`src/rtl/trigger_coincidence_x8.sv`:
```
// Eight-channel threshold/coincidence trigger: hit detect, stretch, popcount compare,
// then an ARMED/HOLDOFF trigger FSM, with per-channel saturating hit scalers.
module trigger_coincidence_x8 #(
    parameter int HOLDOFF_BITS = 16,
    parameter int SCALER_BITS  = 16
) (
    input  logic                         aclk,
    input  logic                         reset_i,
    input  logic [7:0][39:0]             dat_i,
    input  logic [7:0][4:0]              thr_i,
    input  logic [3:0]                   coinc_i,
    input  logic [3:0]                   stretch_i,
    input  logic [HOLDOFF_BITS-1:0]      holdoff_i,
    input  logic                         scaler_clr_i,
    output logic                         trig_o,
    output logic [7:0]                   trig_mask_o,
    output logic [7:0][SCALER_BITS-1:0]  scaler_o,
    output logic                         busy_o
);

    typedef enum logic {
        ARMED   = 1'b0,
        HOLDOFF = 1'b1
    } state_t;

    // Magnitude of a 5-bit two's complement sample; 6 bits so that |-16| = 16.
    function automatic logic [5:0] abs_mag(input logic [4:0] s);
        if (s[4]) begin
            return 6'd0 - {1'b1, s};
        end
        return {1'b0, s};
    endfunction

    function automatic logic [3:0] popcount8(input logic [7:0] v);
        logic [3:0] n;
        n = 4'd0;
        for (int i = 0; i < 8; i++) begin
            n = n + 4'(v[i]);
        end
        return n;
    endfunction

    // ------------------------------------------------------------------
    // Stage 1: per-channel threshold compare over all eight samples
    // ------------------------------------------------------------------
    logic [7:0] hit_next;
    logic [7:0] hit;
    logic [7:0] hit_prev;

    always_comb begin
        // NOTE: every always_comb output gets a default first so no path leaves it unassigned (no latch).
        hit_next = '0;
        for (int c = 0; c < 8; c++) begin
            for (int k = 0; k < 8; k++) begin
                if ((thr_i[c] != 5'd0) &&
                    (abs_mag(dat_i[c][5*k +: 5]) >= {1'b0, thr_i[c]})) begin
                    hit_next[c] = 1'b1;
                end
            end
        end
    end

    always_ff @(posedge aclk) begin
        // NOTE: sequential state uses non-blocking assignments so every register samples pre-edge values.
        if (reset_i) begin
            hit      <= '0;
            hit_prev <= '0;
        end else begin
            hit      <= hit_next;
            hit_prev <= hit;
        end
    end

    // ------------------------------------------------------------------
    // Stage 2: stretch counters; a hit reloads, so back-to-back hits never gap
    // ------------------------------------------------------------------
    logic [7:0][3:0] stretch_cnt;
    logic [7:0]      active;

    always_ff @(posedge aclk) begin
        if (reset_i) begin
            stretch_cnt <= '0;
            active      <= '0;
        end else begin
            for (int c = 0; c < 8; c++) begin
                if (hit[c]) begin
                    stretch_cnt[c] <= stretch_i;
                end else if (stretch_cnt[c] != 4'd0) begin
                    stretch_cnt[c] <= stretch_cnt[c] - 4'd1;
                end
                active[c] <= hit[c] | (stretch_cnt[c] != 4'd0);
            end
        end
    end

    // ------------------------------------------------------------------
    // Stage 3: popcount, with the matching active vector kept for the mask
    // ------------------------------------------------------------------
    logic [3:0] pop;
    logic [7:0] active_q;

    always_ff @(posedge aclk) begin
        if (reset_i) begin
            pop      <= '0;
            active_q <= '0;
        end else begin
            pop      <= popcount8(active);
            active_q <= active;
        end
    end

    // ------------------------------------------------------------------
    // Trigger FSM
    // ------------------------------------------------------------------
    state_t                  state;
    state_t                  state_next;
    logic [HOLDOFF_BITS-1:0] hold_cnt;
    logic [HOLDOFF_BITS-1:0] hold_next;
    logic                    trig_next;
    logic [7:0]              mask_next;

    always_comb begin
        state_next = state;
        hold_next  = hold_cnt;
        trig_next  = 1'b0;
        mask_next  = trig_mask_o;
        case (state)
            ARMED: begin
                if ((coinc_i != 4'd0) && (pop >= coinc_i)) begin
                    trig_next  = 1'b1;
                    mask_next  = active_q;
                    hold_next  = holdoff_i;
                    state_next = HOLDOFF;
                end
            end
            HOLDOFF: begin
                // Counting down to zero inclusive gives holdoff_i+1 dead cycles.
                if (hold_cnt == '0) begin
                    state_next = ARMED;
                end else begin
                    hold_next = hold_cnt - HOLDOFF_BITS'(1);
                end
            end
            default: state_next = ARMED;
        endcase
    end

    always_ff @(posedge aclk) begin
        if (reset_i) begin
            state       <= ARMED;
            hold_cnt    <= '0;
            trig_o      <= 1'b0;
            trig_mask_o <= '0;
        end else begin
            state       <= state_next;
            hold_cnt    <= hold_next;
            trig_o      <= trig_next;
            trig_mask_o <= mask_next;
        end
    end

    assign busy_o = (state == HOLDOFF);

    // ------------------------------------------------------------------
    // Scalers: count rising edges of hit, saturating; clear has priority
    // ------------------------------------------------------------------
    logic [7:0] hit_rise;
    assign hit_rise = hit & ~hit_prev;

    always_ff @(posedge aclk) begin
        if (reset_i || scaler_clr_i) begin
            scaler_o <= '0;
        end else begin
            for (int c = 0; c < 8; c++) begin
                if (hit_rise[c] && (scaler_o[c] != '1)) begin
                    scaler_o[c] <= scaler_o[c] + SCALER_BITS'(1);
                end
            end
        end
    end

endmodule

```
`config.mk`:
```
export PLATFORM = sky130hd
export DESIGN_NAME = trigger_coincidence_x8
export DESIGN_NICKNAME = d
export VERILOG_FILES = /design/src/rtl/trigger_coincidence_x8.sv
export SDC_FILE = /design/constraint.sdc
export NUM_CORES = 1
export LEC_CHECK = 0
export CORE_MARGIN = 3
export CORE_UTILIZATION = 40
export DETAILED_ROUTE_END_ITERATION = 8
export PLACE_DENSITY = 0.68
export SLEW_MARGIN = 20
export SYNTH_ARGS = -nofsm -noshare
export SYNTH_HDL_FRONTEND = slang
export SYNTH_SLANG_ARGS = --single-unit
```
`constraint.sdc`:
```
create_clock -name aclk -period 2.55 [get_ports aclk]
set_input_delay 0.255 -clock aclk [delete_from_list [all_inputs] [get_ports aclk]]
set_output_delay 0.255 -clock aclk [all_outputs]
set_load 0.02 [all_outputs]
```
==> results_dict.tcl, run 1 <==
set metrics [dict create \
    end_kind "flop" \
    dpl.hpwl_um 54200 \
    drive_above_1_share_pct 7.49 \
    vias 21000 \
    chipWidth_um 235 \
    fin_ws_ps -224 \
    cp.required_ps 2930 \
    p_int_mw 8.72 \
    start_util_pct 40.7 \
    p_sw_mw 4.57 \
    wl_um 65100 \
    cts_tree "built" \
    hp-class "in -> reg" \
    maxSlewHeadroom_pct 54.2 \
    port-buffer-count 524 \
    max_freq_ghz 0.360 \
    hold_violations 0 \
    synth_ff_type "dfxtp_1" \
    dp_cells 3906 \
    r2r-start "active[3]$_SDFF_PP0_" \
    areaGrowthSynthToFinish_pct 38.8 \
    ant_nets 0 \
    die_area_um2 55400 \
    total_power_mw 13.3 \
    cts_root_buffer "clkbuf_16" \
    fin_crit_sh_pct 109 \
    gp_congestion 0.941 \
    powerDensity_nw_per_um2 455 \
    rsz0062_at_grt "true" \
    crit_start "active[3]$_SDFF_PP0_" \
    leakagePower_nw 12.6 \
    drt_iter0_drc 820 \
    synth.net_count 3379 \
    grt_pass1_vias 21300 \
    antenna_found_initial 3 \
    cts-hold-fix-buffers 0 \
    yosysSeqAreaShare_pct 21.1 \
    overflow 0 \
    finalCoreUtilization_pct 56.5 \
    yosys.area.top_type_share_pct 24.7 \
    violations "setup timing" \
    ys_types 80 \
    cts_made_buffers 25 \
    pwr-share-seq_pct 31.4 \
    synth_edf_count 0 \
    drtPass1Iterations 5 \
    setup_viol 2 \
    start_kind "flop" \
    synth_most_common_cell "ha_1" \
    yosys.area.top_type "ha_1" \
    cts.clk_slew.worst_paths_ps 60 \
    reg2reg_depth 9 \
    r2r-end "pop[1]$_SDFF_PP0_" \
    p_comb_share_pct 41.6 \
    ir_drop_v 0.000331 \
    crit_end "pop[1]$_SDFF_PP0_" \
    post_cts_buffers 0 \
    row_count 83 \
    status "complete, but fails checks" \
    syn_inst 2572 \
    drc 0 \
    critPathKind "reg -> reg" \
    crit_fanout 2 \
    fin_worst_hold_slack_ps 95.5 \
    htree_levels 1 \
    io-pin-count 525 \
    slew_viol_final 0 \
    stdcell_count 3953 \
    finalSetupTns_ps -411 \
    critPathArrivalTime_ps 3160 \
    via_per_inst 5.31 \
    grt_max_degree 80 \
    synthArstFlopShare_pct 0 \
    core-area_um2 51700 \
    layout.nets 4060 \
    clk-insertion-delay-late_ps 510 \
    rrSetupSlack_ps -220 \
    swShare_pct 34.4 \
    clock_power_share_pct 27.1 \
    grt_pass1_wl_um 105000 \
    synthTopCellsByCount "ha_1, nor2_1, inv_1, dfxtp_1, xnor2_1" \
    syn_avg_cell_area_um2 8.18 \
    fin_worst_skew_ps 9.58 \
    cts_max_path_buffers 3 \
    ys_ff_latch 222 \
    wire_per_inst_um 16.5 \
    syn_area_um2 21100 \
    cap_violations 0 \
    dieHeight_um 235 \
    groute.usage.overall_pct 22.2 \
    synth_area_leaders "ha_1, dfxtp_1, xnor2_1" \
    ys_warn_count 0 \
    layout_min_cycle_time_ps 2770 \
    clock_sinks 222 \
    worst_pin_slew_ps 682 \
]
[routing by layer]
layer  global-route usage, %  vias to the layer above  wire (um)
met5                       0                        -         13
li1                        -                    10600          -
met2                    39.9                      537      31400
met4                    8.44                        2       2860
met1                    26.4                     9745      27300
met3                    3.87                      134       3560
[per-stage QoR]
stage | setup WS, ps | instance area [um2]
6_report | -224 | 29200
5_1_grt | -310 | 29200
4_1_cts | -234 | 29200
3_5_place_dp | -373 | 28300
3_3_place_gp | -356 | 28300
2_1_floorplan | -110 | 21100
[cells in the final DEF (no fill, tap or decap), drive strengths merged, types with 14 or more instances in the layout]
cell and instances:
ha 416, nor4 31, nand3 132, nand2b 119
xnor2 184, nor3 38, clkdlybuf4s50 523, and4 19
dfxtp 222, o22ai 21, o31ai 66, nand2 157
nor2b 19, xor2 62, a21oi 126, inv 228
clkbuf 35, a21o 19, a211oi 14, nor4bb 64
o21ai 125, buf 177, mux2i 14, nand4 39
and3 29, nor2 233
[critical path, cell delays in order (launching register included)]
cell	delay, ps
dfxtp_2	330
fa_1	540
inv_1	50
fa_1	490
fa_1	410
inv_1	70
ha_2	180
inv_2	40
fa_2	500
nor2_1	40
[cells by family (layout without fill, tap and decap cells)]
| group | after synthesis | count (layout) | synth area share [%] |
|---|---|---|---|
| AND/OR/NAND/NOR | 919 | 919 | 23.5 |
| multiplexers | 17 | 17 | 0.826 |
| flip-flops | 222 | 222 | 21.1 |
| XOR/XNOR | 246 | 246 | 10.2 |
| adder cells (fa/ha/maj) | 420 | 420 | 25.1 |
| AO/OA/AOI/OAI | 475 | 475 | 14.3 |
| other | 0 | 3 | 0 |
| buffers and inverters | 273 | 971 | 4.91 |
[sequential cells by signal (all words and copies together) (netlist names)]
register	flops
stretch_cnt	32
trig_mask_o	8
scaler_o	128
hit	8
trig_o	1
hit_prev	8
active	8
active_q	8
busy_o	1
pop	4
hold_cnt	16
[cell type report]
cell class / count / area (um2)
inverter: 227 / 852
timing repair buffer: 700 / 6610
multi-input combinational: 2077 / 15600
antenna: 3 / 7.51
clock buffer: 35 / 713
sequential: 222 / 4450
tap: 680 / 851
clock inverter: 9 / 104
fill: 4628 / 22500
[worst min path at each step]
stage / startpoint / to / cells past startpoint
after floorplan: holdoff_i[2] / hold_cnt[2]$_SDFFE_PP0P_ / 2
after global placement: active_q[5]$_SDFF_PP0_ / trig_mask_o[5]$_SDFFE_PP0P_ / 2
after detailed placement: active_q[5]$_SDFF_PP0_ / trig_mask_o[5]$_SDFFE_PP0P_ / 2
after CTS: reset_i / scaler_o[62]$_SDFFE_PP0P_ / 3
after global routing: reset_i / scaler_o[62]$_SDFFE_PP0P_ / 3
final: reset_i / scaler_o[62]$_SDFFE_PP0P_ / 3
[power by group through the flow]
| stage | Combinational (mW) | Clock [mW] | Sequential (mW) |
|---|---|---|---|
| final | 5.52 | 3.59 | 4.17 |
| after global routing | 6.28 | 3.81 | 4.22 |
| after CTS | 5.54 | 3.69 | 4.17 |
| after detailed placement | 5.48 | 0 | 4.23 |
| after global placement | 5.26 | 0 | 4.22 |
| after floorplan | 3.52 | 0 | 4.15 |
[timing repair]
action / 4_1_cts / 5_1_grt
endpoints found under the setup margin: 2 / 5
pin swaps: 2 / 3
gates resized for setup: 5 / 6
(Power assumes the default switching activity.)
==> inputs of run 2 (changes only) <==
--- a/config.mk
+++ b/config.mk
@@ -10,2 +10,3 @@
 export DETAILED_ROUTE_END_ITERATION = 8
+export HOLD_SLACK_MARGIN = 0.06
 export PLACE_DENSITY = 0.68
--- a/constraint.sdc
+++ b/constraint.sdc
@@ -3,2 +3,2 @@
 set_output_delay 0.255 -clock aclk [all_outputs]
-set_load 0.02 [all_outputs]
+set_load 0.05 [all_outputs]
==> run 2 against run 1 <==
Compared with the run above:
- the flow still finishes with violations (setup timing)
- non-clock buffer count unchanged
- highest routed layer unchanged
- die area did not move
- largest cell class unchanged
- largest power group unchanged
- cell count is 0.10% lower
- core utilization is 0.063 points higher
- clock skew is 18 ps higher
- total power grew 3.0%
- critical path type unchanged
- count of clock-buffer cells in the layout down 6
==> results_dict.tcl, run 2 (synthesis gave the netlist of run 1 again) <==
set metrics [dict create \
    drtPass1Iterations 5 \
    critPathArrivalTime_ps 3150 \
    fin_worst_hold_slack_ps 316 \
    layout.cells.most_common "clkdlybuf4s50_1" \
    cp.required_ps 2940 \
    clk-insertion-delay-late_ps 530 \
    critPathKind "reg -> reg" \
    slew_viol_final 0 \
    reg_top3 "scaler_o x128, stretch_cnt x32, hold_cnt x16" \
    maxSlewHeadroom_pct 52.7 \
    stdcell_count 3949 \
    end_kind "flop" \
    violations "setup timing" \
    die_area_um2 55400 \
    groute.usage.overall_pct 22.4 \
    drt_iter0_drc 850 \
    fin_ws_ps -206 \
    placed_cell_area_um2 28300 \
    layout.nets 4059 \
    dieHeight_um 235 \
    ir_drop_v 0.000332 \
    start_kind "flop" \
    max_freq_ghz 0.363 \
    leakagePower_nw 12.6 \
    cts.clk_slew.worst_paths_ps 60 \
    cap_violations 0 \
    grt_pass1_wl_um 106000 \
    total_power_mw 13.7 \
    cts_root_buffer "clkbuf_16" \
    row_count 83 \
    core-area_um2 51700 \
    cts_max_path_buffers 3 \
    start_util_pct 40.7 \
    wire_per_inst_um 16.6 \
    rsz0062_at_grt "true" \
    largest_reg_flops 128 \
    powerDensity_nw_per_um2 468 \
    top_register "scaler_o" \
    final_cell_mix "clkdlybuf4s50_1, ha_1, nor2_1" \
    chipWidth_um 235 \
    finalSetupTns_ps -380 \
    via_per_inst 5.36 \
    cp_slowest_cell "fa_1" \
    htree_levels 1 \
    dp_cells 3904 \
    worstPathCellList "fa_1, inv_1, fa_1, fa_1, inv_2, ha_4, inv_2, fa_2, nor2_1" \
    io-pin-count 525 \
    grt_pass1_vias 21300 \
    wl_um 65700 \
    hold_violations 0 \
    drive_above_1_share_pct 7.47 \
    drc 0 \
    design_area_um2 29200 \
    fin_crit_sh_pct 108 \
    antenna_found_initial 2 \
    status "complete, but fails checks" \
    cts_made_buffers 24 \
    gp_congestion 0.927 \
    clock_sinks 222 \
    areaGrowthSynthToFinish_pct 38.9 \
    cts_tree "built" \
    port-buffer-count 524 \
    grt_max_degree 80 \
    worst_pin_slew_ps 705 \
    pre_cts_ws_ps -396 \
    layout_min_cycle_time_ps 2760 \
    fin_worst_skew_ps 27.4 \
    dpl.hpwl_um 54400 \
    cpMostUsedCell "fa_1" \
    vias 21200 \
    finalCoreUtilization_pct 56.5 \
    setup_viol 2 \
    ant_nets 0 \
    crit_fanout 2 \
    critPathMaxStageDelay_ps 530 \
    overflow 0 \
    hp-class "in -> reg" \
]
-- run 2: changes by cell type in the layout (fill, tap and decap cells not counted), moves of 2 or more --
cell and change:
nor4bb_2 -2, bufinv_16 +4, buf_12 -2, clkbuf_1 -2, diode_2 -2, clkbuf_8 -3
nor4bb_1 +2
-- run 2: layout make-up --
cell class                 instances  area (um2)
clock inverter                    13         229
tap                              680         851
antenna                            1        2.50
fill                            4680       22500
sequential                       222        4450
clock buffer                      29         639
inverter                         227         852
multi-input combinational       2077       15600
timing repair buffer             700        6600
-- run 2: worst max-delay path, delay by kind of cell, from the launching register on --
| kind | cells | cell delay, ps |
|---|---|---|
| AND/OR/NAND/NOR | 1 | 40 |
| flip-flops | 1 | 330 |
| adder cells (fa/ha/maj) | 5 | 2090 |
| buffers and inverters | 3 | 160 |
-- run 2: where the power goes --
part           internal [mW]  switching [mW]  total [mW]
clock                   2.39            1.45        3.84
combinational           2.76            2.94        5.70
sequential              3.83           0.317        4.15
-- run 2: what timing repair did --
item	in CTS	in global routing
pin swaps	0	2
resized for setup	4	9
endpoints found under the hold margin	1	0
setup buffers	1	1
hold buffers	1	0
endpoints found under the setup margin	2	9
-- run 2: worst paths after layout --
kind              slack, ps                          end                   start  depth (start not counted)
hold / removal          320     hold_cnt[2]$_SDFFE_PP0P_            holdoff_i[2]                          3
hold reg to reg         440  trig_mask_o[5]$_SDFFE_PP0P_  active_q[5]$_SDFF_PP0_                          2
setup reg to reg       -210            pop[1]$_SDFF_PP0_    active[0]$_SDFF_PP0_                          9
setup / recovery       -210            pop[1]$_SDFF_PP0_    active[0]$_SDFF_PP0_                          9
-- run 2: metal layers --
layer  track usage, %  vias to the layer above  share of wire, %
met5                0                        -             0.030
met4             7.01                        2               3.4
met3             3.76                      120               5.3
met2             40.6                      498                49
met1             26.9                     9931                42
li1                 -                    10600                 -
